===== config.mk =====
export PLATFORM = sky130hd
export DESIGN_NAME = arrow_pool_ctrl
export DESIGN_NICKNAME = d
export VERILOG_FILES = /design/src/rtl/arrow_pkg.sv /design/src/rtl/arrow_slot.sv /design/src/rtl/arrow_pool_ctrl.sv
export SDC_FILE = /design/constraint.sdc
export NUM_CORES = 1
export LEC_CHECK = 0
export BUFFER_PORTS_ARGS = -buffer_cell sky130_fd_sc_hd__buf_2
export CAP_MARGIN = 20
export CORE_MARGIN = 3
export CORE_UTILIZATION = 30
export DETAILED_ROUTE_END_ITERATION = 8
export HOLD_SLACK_MARGIN = 0.03
export SLEW_MARGIN = 20
export SYNTH_ARGS = -nofsm -noshare
export SYNTH_HDL_FRONTEND = slang
export SYNTH_SLANG_ARGS = --single-unit

===== constraint.sdc =====
create_clock -name clk -period 4.7 [get_ports clk]
set_input_delay 0.235 -clock clk [delete_from_list [all_inputs] [get_ports clk]]
set_output_delay 0.235 -clock clk [all_outputs]
set_load 0.02 [all_outputs]

===== src/rtl/arrow_pkg.sv =====
// Shared types and constants for the arrow pool controller and its slots.
package arrow_pkg;

    typedef enum logic {
        IDLE,
        FLYING
    } slot_state_e;

    localparam int unsigned COORD_W_DEF = 11;
    localparam logic [COORD_W_DEF-1:0] OFFSCREEN = '1;

endpackage


===== src/rtl/arrow_slot.sv =====
// One arrow slot: launch, upward motion per frame, retire at top limit or on crash.
module arrow_slot
    import arrow_pkg::*;
#(
    parameter int unsigned COORD_W   = COORD_W_DEF,
    parameter int unsigned SPEED     = 2,
    parameter int unsigned TOP_LIMIT = 16
) (
    input  logic               clk,
    input  logic               resetN,
    input  logic               launch_i,
    input  logic               crash_i,
    input  logic               startOfFrame_i,
    input  logic [COORD_W-1:0] launchX_i,
    input  logic [COORD_W-1:0] launchY_i,
    output logic [COORD_W-1:0] x_o,
    output logic [COORD_W-1:0] y_o,
    output logic               active_o
);

    // Retire threshold is held one bit wider than Y so the sum cannot wrap.
    localparam logic [COORD_W:0] RETIRE_LIM = (COORD_W+1)'(TOP_LIMIT + SPEED);
    localparam logic [COORD_W-1:0] STEP     = COORD_W'(SPEED);
    localparam logic [COORD_W-1:0] OFF      = '1;

    slot_state_e       state_q;
    logic [COORD_W-1:0] x_q;
    logic [COORD_W-1:0] y_q;
    logic               active_q;

    always_ff @(posedge clk or negedge resetN) begin
        if (!resetN) begin
            state_q  <= IDLE;
            x_q      <= OFF;
            y_q      <= OFF;
            active_q <= 1'b0;
        end else begin
            case (state_q)
                IDLE: begin
                    if (launch_i) begin
                        state_q  <= FLYING;
                        x_q      <= launchX_i;
                        y_q      <= launchY_i;
                        active_q <= 1'b1;
                    end
                end
                FLYING: begin
                    if (crash_i || (startOfFrame_i && ({1'b0, y_q} < RETIRE_LIM))) begin
                        state_q  <= IDLE;
                        x_q      <= OFF;
                        y_q      <= OFF;
                        active_q <= 1'b0;
                    end else if (startOfFrame_i) begin
                        y_q <= y_q - STEP;
                    end
                end
                default: begin
                    state_q  <= IDLE;
                    x_q      <= OFF;
                    y_q      <= OFF;
                    active_q <= 1'b0;
                end
            endcase
        end
    end

    assign x_o      = x_q;
    assign y_o      = y_q;
    assign active_o = active_q;

endmodule


===== src/rtl/arrow_pool_ctrl.sv =====
// Arrow pool: fire edge detect, shot cooldown, lowest-free slot allocation.
module arrow_pool_ctrl
    import arrow_pkg::*;
#(
    parameter int unsigned NUM_ARROWS      = 2,
    parameter int unsigned COORD_W         = COORD_W_DEF,
    parameter int unsigned SPEED           = 2,
    parameter int unsigned TOP_LIMIT       = 16,
    parameter int unsigned COOLDOWN_FRAMES = 8
) (
    input  logic                          clk,
    input  logic                          resetN,
    input  logic                          startOfFrame,
    input  logic                          fireReq,
    input  logic [COORD_W-1:0]            charTopX,
    input  logic [COORD_W-1:0]            charTopY,
    input  logic [NUM_ARROWS-1:0]         crash,
    output logic [NUM_ARROWS*COORD_W-1:0] topLeftX,
    output logic [NUM_ARROWS*COORD_W-1:0] topLeftY,
    output logic [NUM_ARROWS-1:0]         active,
    output logic                          fired
);

    localparam int unsigned CNT_W = (COOLDOWN_FRAMES > 0) ? $clog2(COOLDOWN_FRAMES + 1) : 1;
    localparam logic [CNT_W-1:0] CD_LOAD = CNT_W'(COOLDOWN_FRAMES);

    logic                  fire_q;
    logic                  fired_q;
    logic [CNT_W-1:0]      cool_q, cool_d;
    logic [NUM_ARROWS-1:0] free;
    logic [NUM_ARROWS-1:0] grant;
    logic [NUM_ARROWS-1:0] launch;
    logic                  fire_evt;
    logic                  accept;

    assign fire_evt = fireReq & ~fire_q;
    assign free     = ~active;
    // Isolate the lowest set bit of the free mask.
    assign grant    = free & (~free + NUM_ARROWS'(1));
    assign accept   = fire_evt && (cool_q == '0) && (|free);
    assign launch   = accept ? grant : '0;

    always_comb begin
        cool_d = cool_q;
        if (accept)
            cool_d = CD_LOAD;
        else if (startOfFrame && (cool_q != '0))
            cool_d = cool_q - CNT_W'(1);
    end

    always_ff @(posedge clk or negedge resetN) begin
        if (!resetN) begin
            fire_q  <= 1'b0;
            fired_q <= 1'b0;
            cool_q  <= '0;
        end else begin
            fire_q  <= fireReq;
            fired_q <= accept;
            cool_q  <= cool_d;
        end
    end

    assign fired = fired_q;

    for (genvar i = 0; i < NUM_ARROWS; i++) begin : g_slot
        arrow_slot #(
            .COORD_W  (COORD_W),
            .SPEED    (SPEED),
            .TOP_LIMIT(TOP_LIMIT)
        ) u_slot (
            .clk           (clk),
            .resetN        (resetN),
            .launch_i      (launch[i]),
            .crash_i       (crash[i]),
            .startOfFrame_i(startOfFrame),
            .launchX_i     (charTopX),
            .launchY_i     (charTopY),
            .x_o           (topLeftX[i*COORD_W +: COORD_W]),
            .y_o           (topLeftY[i*COORD_W +: COORD_W]),
            .active_o      (active[i])
        );
    end

endmodule


==> impl_metrics.yaml <==
finish:
  design_area_mm2: 0.00346
  drive_above_1_share_pct: 39.3
  fin_nets: 394
  syn2layout_area_growth_pct: 20.0
  diodes: 0
die:
  num_io_pins: 75
  die-height_um: 104
  start_util_pct: 31.1
  num_rows: 35
  die_x_um: 104
  die_area_mm2: 0.0108
  coreArea_mm2: 0.00928
logic_synthesis:
  synthArstFlopShare_pct: 100
  synth_top_cell_area_share_pct: 40.1
  synth_seq_cells: 54
  synth_area_mm2: 0.00288
  yosys-top-cells-area: "dfstp_2 (40%), dfrtp_1 (8.7%), o22a_1 (8.5%)"
  synth_nets: 327
  synth_common_cells: "nor2_1 (47), dfstp_2 (44), o22a_1 (28)"
  synth_most_common_cell: "nor2_1"
  synth-seq-area-share_pct: 48.8
  syn_inst: 296
  syn_avg_cell_area_um2: 9.74
  yosysUniqueCellTypes: 47
  synth_edf_count: 0
  yosys_warnings: 0
  synth.largest_area_cell: "dfstp_2"
  synth_ff_type: "dfstp_2"
sta:
  slew_violations: 0
  setup_ws_ns: 2.49
  relSlewSlack_pct: 53.9
  max_clock_freq_mhz: 453
  final.setup.tns_ns: 0
  finalCritPeriodShare_pct: 47.0
  worst_pin_slew_ns: 0.691
  grt_setup_unrepaired: "false"
  setup_viol: 0
  hold_violations: 0
  layout_min_cycle_time_ns: 2.21
  clock-skew-final_ns: 0.0150
global_routing:
  gr-usage-met1_pct: 19.3
  grt_util_met2_pct: 22.9
  use_met3_pct: 4.35
  grt_pass1_vias: 2552
  grt_most_used_layer: "met2"
  grt.overflow.total: 0
  grt_pass1_wl_mm: 12.9
  grt_max_degree: 55
  grtUsageTotal_pct: 14.4
  antenna_found_initial: 0
setup_path:
  worstPathArrival_ns: 2.47
  reg2reg_slack_ns: 2.49
  cp-start-kind: "flop"
  timing.rr.end: "g_slot[0].u_slot.x_o[9]"
  crit_path_max_fanout: 17
  startpoint: "g_slot[0].u_slot.y_o[7]"
  reg2reg_depth: 4
  cp.required_ns: 4.96
  r2r_start: "g_slot[0].u_slot.y_o[7]"
  crit_type: "flop to flop"
  endpoint: "g_slot[0].u_slot.x_o[9]"
  cp-end-kind: "flop"
cts:
  cts_hold_buf: 1
  htree_num_levels: 2
  root_buffer: "clkbuf_8"
  cts_buffers: 5
  cts.sinks: 54
  cts-resized-gates: 0
  ctsLongestPathBuffers: 2
  clk_pin_slew_ns: 0.11
  worstSkewPairLatency_ns: 0.32
  cts_setup_buffers: 0
  cts_tree: "built"
place:
  dp.final_hpwl_mm: 5.50
  place.gp.congestion: 0.783
  dp_slack_ns: 2.49
  placed_area_mm2: 0.00335
  port-buffer-count: 74
run_status:
  outcome: "complete, no violations"
pwr:
  p_per_area_mw_per_mm2: 466
  p_leak_nw: 1.53
  p_total_mw: 1.61
  ir_drop_mv: 0.189
drt:
  wl_mm: 7.65
  route.detailed.drc: 0
  routed_via_density: 5.06
  dr.pass1.iters: 6
  drt_iter0_markers: 72
  ant_nets: 0
  routedWlPerCell_um: 15.5
  num_vias: 2495
flow_run:
  max-cap-violations: 0
hold_path:
  hold_class: "input port to asynchronous set/reset pin"
report_power, final:
part	internal [mW]	switching, mW
Clock	0.110	0.169
Sequential	0.650	0.120
Combinational	0.220	0.343
cells in the final DEF (no fill, tap or decap), types with 2 or more instances in the layout:
master,count
ha_1,3
nand3_1,12
nor2_1,47
buf_4,4
nor4_1,3
nand2_1,16
o21ai_0,4
nor3_1,9
a31oi_4,2
a21o_1,3
a31oi_1,21
or3b_2,2
inv_6,2
dfstp_2,44
or4_1,2
buf_2,74
o21a_1,2
o21ai_1,2
clkbuf_8,5
o22a_1,28
a21oi_1,11
inv_1,13
or3_1,6
nor2b_1,5
nand2b_1,2
a41oi_1,9
dfrtp_1,10
final cells by class:
class	instances	area, µm²
clock buffer	5	68.8
clock inverter	3	26.3
fill	1016	5820
inverter	13	48.8
multi-input combinational	210	1340
sequential	54	1410
tap	129	161
timing repair buffer	79	410
cell families after synthesis:
kind of cell	share of synthesized area, %
compound gates	25.2
xor+xnor	0.304
fa+ha+maj	1.30
buf+inv	4.95
flops	48.8
mux	0.738
simple gates	18.7
stage by stage:
step	cells	utilization (%)	hold WS, ns
2_1_floorplan	296	-	-0.0606
5_1_grt	493	37.3	0.0894
6_report	493	37.3	0.0406
3_3_place_gp	484	36.1	0.369
3_5_place_dp	484	36.1	0.362
4_1_cts	493	37.2	0.0572
worst min-delay path by stage:
stage                                           end  slack (ns)  depth (start not counted)
after floorplan                           cool_q[0]       -0.06                          0
after global placement                       fire_q        0.37                          1
after detailed placement                     fire_q        0.36                          1
after CTS                  g_slot[0].u_slot.state_q        0.06                          2
after global routing      g_slot[1].u_slot.active_o        0.09                          2
final                      g_slot[0].u_slot.state_q        0.04                          2
critical path: stages (launching register included):
cell,delay [ns]
dfstp_2,0.41
or4_4,0.57
a2111o_4,0.61
a21oi_4,0.36
o22a_1,0.21
metal layers:
metal / routed length, µm / part of all wire, % / vias to the layer above
li1: - / - / 1224
met1: 3690 / 48 / 1200
met2: 3390 / 44 / 65
met3: 474 / 6.2 / 6
met4: 97 / 1.3 / 0
met5: 0 / 0 / -
state kept, by name (all words and copies together), names as in the netlist:
signal	flops
g_slot.u_slot.active_o	2
fired	1
g_slot.u_slot.x_o	22
g_slot.u_slot.state_q	2
cool_q	4
g_slot.u_slot.y_o	22
fire_q	1
No activity file was read; power rests on OpenSTA's default activity.
